### config.mk
export PLATFORM = sky130hd
export DESIGN_NAME = timer_controller
export DESIGN_NICKNAME = d
export VERILOG_FILES = /design/src/rtl/timer_controller.sv
export SDC_FILE = /design/constraint.sdc
export NUM_CORES = 1
export LEC_CHECK = 0
export CAP_MARGIN = 10
export CORE_UTILIZATION = 38
export DETAILED_ROUTE_END_ITERATION = 12
export PLACE_DENSITY = 0.69
export SYNTH_ARGS = -nofsm -noshare
export SYNTH_HDL_FRONTEND = slang
export SYNTH_SLANG_ARGS = --single-unit
### constraint.sdc
create_clock -name clk -period 2.6 [get_ports clk]
set_input_delay 0.52 -clock clk [delete_from_list [all_inputs] [get_ports clk]]
set_output_delay 0.52 -clock clk [all_outputs]
set_load 0.02 [all_outputs]
### src/rtl/timer_controller.sv
// Timer controller: turns button requests into increment/load/clear pulses
// for an external 8-bit program counter. The counter's value comes back on
// pc_value and is compared against target.
// Optional feature macro: TIMER_AUTO_RELOAD_EN. When it is defined, DONE
// waits one tick period, reloads preset and returns to RUN.
module timer_controller #(
  parameter int CLK_DIV_FAST = 4,
  parameter int CLK_DIV_SLOW = 400
) (
  input  logic       clk,
  input  logic       reset,
  input  logic       start_btn,
  input  logic       stop_btn,
  input  logic       clear_btn,
  input  logic       load_btn,
  input  logic       mode,
  input  logic [7:0] preset,
  input  logic [7:0] target,
  input  logic [7:0] pc_value,
  output logic       pc_inc,
  output logic       pc_load,
  output logic [7:0] pc_load_val,
  output logic       pc_reset,
  output logic [7:0] pc_reset_val,
  output logic       done,
  output logic [1:0] state
);

  typedef enum logic [1:0] {IDLE = 2'b00, RUN = 2'b01, PAUSE = 2'b10, DONE = 2'b11} state_t;

  localparam int DMAX = (CLK_DIV_SLOW > CLK_DIV_FAST) ? CLK_DIV_SLOW : CLK_DIV_FAST;
  localparam int PW   = $clog2(DMAX);

  state_t          st, st_n;
  logic [PW-1:0]   pre, pre_n;
  logic [PW-1:0]   div_m1;
  logic [3:0]      hist;
  logic [3:0]      btn, req;
  logic            arm;
  logic            mode_q;
  logic            inc_n, load_n, rst_n, done_n;
  logic [7:0]      lval_n;
  logic            req_start, req_stop, req_clr, req_load;
  logic            hit;

  assign pc_reset_val = 8'h00;
  assign state        = st;

  // {load, clear, stop, start}; arm masks the first cycle after reset so a
  // button held through reset is absorbed into the history, not seen as an edge
  assign btn       = {load_btn, clear_btn, stop_btn, start_btn};
  assign req       = btn & ~hist & {4{arm}};
  assign req_start = req[0];
  assign req_stop  = req[1];
  assign req_clr   = req[2];
  assign req_load  = req[3];

  assign div_m1 = mode ? PW'(CLK_DIV_SLOW - 1) : PW'(CLK_DIV_FAST - 1);

  // The cycle after an auto-reload pc_value still shows the old count, so
  // the terminal compare is skipped while pc_load is high
  assign hit = (pc_value == target) && !pc_load;

  // State, prescaler, button history and all registered outputs
  always_ff @(posedge clk) begin
    if (reset) begin
      st          <= IDLE;
      pre         <= '0;
      hist        <= '0;
      arm         <= 1'b0;
      mode_q      <= 1'b0;
      pc_inc      <= 1'b0;
      pc_load     <= 1'b0;
      pc_load_val <= 8'h00;
      pc_reset    <= 1'b1;
      done        <= 1'b0;
    end else begin
      st          <= st_n;
      pre         <= pre_n;
      hist        <= btn;
      arm         <= 1'b1;
      mode_q      <= mode;
      pc_inc      <= inc_n;
      pc_load     <= load_n;
      pc_load_val <= lval_n;
      pc_reset    <= rst_n;
      done        <= done_n;
    end
  end

  // Next state and next outputs; clear overrides everything, then each state
  // honours only the requests that mean something in it
  always_comb begin
    st_n   = st;
    pre_n  = pre;
    inc_n  = 1'b0;
    load_n = 1'b0;
    rst_n  = 1'b0;
    done_n = done;
    lval_n = pc_load_val;
    if (req_clr) begin
      st_n   = IDLE;
      pre_n  = '0;
      rst_n  = 1'b1;
      done_n = 1'b0;
    end else begin
      case (st)
        IDLE, PAUSE: begin
          if (req_load) begin
            load_n = 1'b1;
            lval_n = preset;
          end else if (req_start) begin
            st_n  = RUN;
            pre_n = '0;
          end
        end
        RUN: begin
          if (hit) begin
            st_n   = DONE;
            done_n = 1'b1;
            pre_n  = '0;
          end else if (req_stop) begin
            st_n = PAUSE;
          end else if (mode != mode_q) begin
            pre_n = '0;
          end else if (pre >= div_m1) begin
            pre_n = '0;
            inc_n = 1'b1;
          end else begin
            pre_n = pre + 1'b1;
          end
        end
        DONE: begin
`ifdef TIMER_AUTO_RELOAD_EN
          if (pre >= div_m1) begin
            pre_n  = '0;
            load_n = 1'b1;
            lval_n = preset;
            done_n = 1'b0;
            st_n   = RUN;
          end else begin
            pre_n = pre + 1'b1;
          end
`endif
        end
        default: st_n = IDLE;
      endcase
    end
  end

endmodule

== Yosys cells after proc, flatten, opt, wreduce, memory -nomap -nowiden ==
Cells that the tools add are included.
Word-level totals
  bits of input ports: 31
  output and inout bits: 22
  register bits: 29
Cells by class
  magnitude comparators: 1
  bitwise gates (word level): 6
  equal/unequal tests: 8
  mux-type cells: 17
  $add $sub $neg: 1
  reductions and logical operators: 12
Operators by type and width (count)
  9-bit 2-to-1 mux: 7
  9-bit case mux with 2 select lines: 1
  9-bit by 1-bit adder with 9-bit output (second input constant): 1
  9-bit greater-or-equal comparator: 1
  4-bit bitwise AND: 2
  8-bit equality test: 1
  2-bit 2-to-1 mux: 4
  4-bit AND reduction: 2
  3-bit inequality test (second input constant): 2
  6-bit OR reduction: 1
  1-bit 2-to-1 mux: 4
  2-bit inequality test (second input constant): 2
  4-bit NOT: 1
  2-bit case mux with 2 select lines: 1
  2-bit OR reduction: 2
  1-bit NOT: 3
  3-bit AND reduction: 1
  3-bit OR reduction: 1
  2-bit by 1-bit equality test with 1-bit output (second input constant): 1
  2-bit equality test (second input constant): 1
  2-bit logical NOT: 1
  2-bit AND reduction: 1
  2-bit nonzero test: 1
  1-bit logical AND: 1
  other kinds (2): 2

== Depth between registers and ports, before layout ==
  word-level depth: 7
  depth in mapped cells: 7
  depth with buffers taken out: 7

== Worst setup path before layout ==
No wires, ideal clock.
  path kind: input port to flip-flop
  start point: input mode
  end point: register pre[3]
  cell stages on the path: 7
  arrival: 1876 ps
  buffers on the path: 0
  library setup time: 82 ps
  path slack: 641 ps
  required time: 2518 ps
  path through: inv_1 ha_1 a211oi_1 o21ai_1 a41oi_4 nand3_2 o221ai_1
On the way
  cells in the longest elaborated chain, start to end: 7
  elaborated cells between the ends (all ways): 8
  classes of those cells: 1 x order compare; 1 x eq/ne; 6 x mux
RTL lines
  start: declaration: line 16  | input logic mode,
  9-bit 2-to-1 mux: line 58  | assign div_m1 = mode ? PW'(CLK_DIV_SLOW - 1) : PW'(CLK_DIV_FAST - 1);
  9-bit greater-or-equal comparator: line 126  | end else if (pre >= div_m1) begin
  9-bit 2-to-1 mux: line 126
  9-bit 2-to-1 mux *: line 124  | end else if (mode != mode_q) begin
  9-bit 2-to-1 mux *: line 122  | end else if (req_stop) begin
  9-bit 2-to-1 mux *: line 118  | if (hit) begin
  9-bit case mux with 2 select lines *: line 107  | case (st)
  end signal: assignment: line 79  | pre <= pre_n;
  end: declaration: line 35  | logic [PW-1:0] pre, pre_n;
Mark *: on every way between the ends. The rest lies on a longest branch, timed or not. The select of a mux whose other input is x is not followed.
A chain may end at the register's enable or synchronous reset.

== Worst setup path after layout ==
  start point: input mode
  end point: register pre[5]
Same word-level chain as after synthesis.

==> impl_metrics.toml <==
[die]
ios = 53
die-area_sq_um = 4390
die_y_um = 66.2
die_w_um = 66.2
placementRows = 22
initial_core_util_pct = 41.3
coreArea_sq_um = 3800

[clock_network]
clk_pin_slew_ns = 0.07
holdBufCountCts = 0
ctsResizeCount = 0
cts.sinks = 29
cts_root_buf = "clkbuf_8"
cts_setup_buffers = 0
htreeDepth = 2
clockBufferDepth = 2
clkLatencyLatePin_ns = 0.28
cts_made_buffers = 5
cts_tree = "done"

[layout]
finalNetCount = 256
areaGrowthSynthToFinish_pct = 38.3
fill_cells = 359
fin_util_pct = 57.1
layout-drive-gt1-share_pct = 13.1
antennaDiodeCount = 0

[critical_path]
crit_type = "in -> reg"
cp-start-kind = "input pin"
r2r-start = "pre[3]"
arrival_ns = 2.50
r2r_cells = 7
r2r-end = "pre[5]"
path_max_fanout = 10
endpoint_kind = "register"
crit_required_ns = 2.80
reg2reg_slack_ns = 0.79

[worst_hold_path]
hold_depth = 2
hold_path.startpoint = "done"
hold_path.class = "reg -> reg"
whs_endpoint = "done"

[power_and_ir_drop]
powerDensity_nw_per_um2 = 512
p_leak_nw = 0.827
combPwrFrac_pct = 15.1
power.switching_mw = 0.278
p_sw_share_pct = 25.0
pwr-share-seq_pct = 42.2
clockPowerShare_pct = 42.6
irDropWorstVdd_v = 0.000252
p_int_mw = 0.832

[timing]
fin_skew_ns = 0.00902
slew_viol_final = 0
hold_slack_ns = 0.491
hold_viol_final = 0
min_period_ns = 2.30
setup_violations = 0
fmax_mhz = 435
grt_setup_unrepaired = "no"
fin_crit_sh_pct = 88.5

[synth]
ys.flop_type = "dfxtp_1"
synth-async-reset-ratio_pct = 0
seq_area_frac_synth_pct = 37.0
synth_area_sq_um = 1570
yosysWarningCount = 0
ys_ff_latch = 29
synth_edf_count = 0
synthDistinctLibCells = 48
synth_top_area_share_pct = 37.0
avgSynthCellArea_sq_um = 9.22
yosysTopAreaCell = "dfxtp_1"
synth.top_cells.by_area = "dfxtp_1, nor2_1, xor2_1"
synth_cells = 170

[route]
vias_per_cell = 4.94
dr.pass1.iters = 4
routedWlPerCell_um = 12.3
antenna_left = 0
routed_wirelength_mm = 3.30
drtIter0Drc = 85
drc = 0
num_vias = 1330

[global_route]
antenna_found_initial = 0
first_global_vias = 1295
grt_pass1_wl_mm = 5.76
grt_max_degree = 12
grt_overflow = 0
track_usage_pct = 17.6

[job]
drv_cap = 0

[placement]
io_buffer_count = 44
gp_congestion = 0.753
dp_hpwl_mm = 2.51

[run_status]
run_status = "finished, final reports clean"
-- cell usage in the layout (no fill, tap or decap), types with 3 or more instances in the layout --
master / count
a21oi_1: 8
clkbuf_8: 5
clkdlybuf4s50_1: 44
conb_1: 8
dfxtp_1: 29
ha_1: 5
inv_1: 12
mux2i_1: 5
nand2_1: 11
nand3_1: 3
nand4_1: 7
nor2_1: 23
nor2b_1: 5
o221ai_1: 4
xor2_1: 8
-- routing by layer --
metal	part of all wire, %	track usage (%)
met5	0	0
met4	2.4	9.31
met3	6.4	4.31
met2	45	27.6
met1	46	22.1
-- critical path, stage by stage --
cell and delay (ns):
clkdlybuf4s50_1 0.49, inv_1 0.11, ha_1 0.33, a211oi_1 0.21, o21ai_1 0.13, a41oi_4 0.26, buf_12 0.16, nand3_2 0.11
o221ai_1 0.18
-- metrics by stage --
step	setup WS [ns]	TNS, ns	area [sq um]	std cells	power (mW)
after global routing	0.137	0	2170	269	1.16
after global placement	0.0817	0	2050	261	0.645
final	0.299	0	2170	269	1.11
after CTS	0.267	0	2170	269	1.12
after floorplan	0.641	0	1590	177	0.576
after detailed placement	-0.00329	-0.00329	2050	261	0.647
-- kinds of logic (layout without fill, tap and decap cells) --
family | Yosys count | in the layout | synth area share [%]
XOR/XNOR | 9 | 9 | 5.03
AND/OR/NAND/NOR | 68 | 68 | 26.5
other | 1 | 8 | 0.239
AO/OA/AOI/OAI | 28 | 28 | 15.6
adder cells (fa/ha/maj) | 5 | 5 | 3.99
multiplexers | 5 | 5 | 3.19
buffers and inverters | 25 | 69 | 8.38
flip-flops | 29 | 29 | 37.0
-- registers in the layout (all words and copies together) (netlist names) --
| name | flops |
|---|---|
| pre | 9 |
| pc_load_val | 8 |
| hist | 4 |
| state | 2 |
| arm | 1 |
| done | 1 |
| mode_q | 1 |
| pc_inc | 1 |
| pc_load | 1 |
| pc_reset | 1 |
-- synth_stat cells (all sizes together) (2+ instances only) --
library cell	number
dfxtp	29
nor2	24
inv	14
nand2	11
buf	10
a21oi	9
xor2	8
nand4	7
nand3	6
nor2b	6
o221ai	6
ha	5
mux2i	5
o21ai	4
nor3	3
a41oi	2
and3	2
nor4	2
-- power by group through the flow --
stage	logic [mW]	clock network, mW	registers (mW)
after global routing	0.183	0.507	0.470
after floorplan	0.0867	0	0.489
after global placement	0.167	0	0.478
final	0.168	0.473	0.469
after detailed placement	0.168	0	0.479
after CTS	0.170	0.481	0.469
-- final cells by class --
| class | count | area [sq um] | share of cell area [%] |
|---|---|---|---|
| repair buffers | 47 | 475 | 21.9 |
| inverters | 14 | 55.1 | 2.54 |
| clock buffers | 5 | 68.8 | 3.17 |
| well taps | 48 | 60.1 | 2.77 |
| clock inverters | 3 | 46.3 | 2.14 |
| flip-flops and latches | 29 | 581 | 26.8 |
| multi-input cells | 123 | 882 | 40.7 |
-- worst max-delay path by stage --
stage | start | end | slack [ns]
detailed placement | mode | pre[5] | -0.003
floorplan | mode | pre[3] | 0.64
global route | mode | pre[6] | 0.14
CTS | mode | pre[5] | 0.27
global placement | mode | pre[3] | 0.08
finish | mode | pre[5] | 0.30
Note: power is estimated with default switching activity, not from simulation.
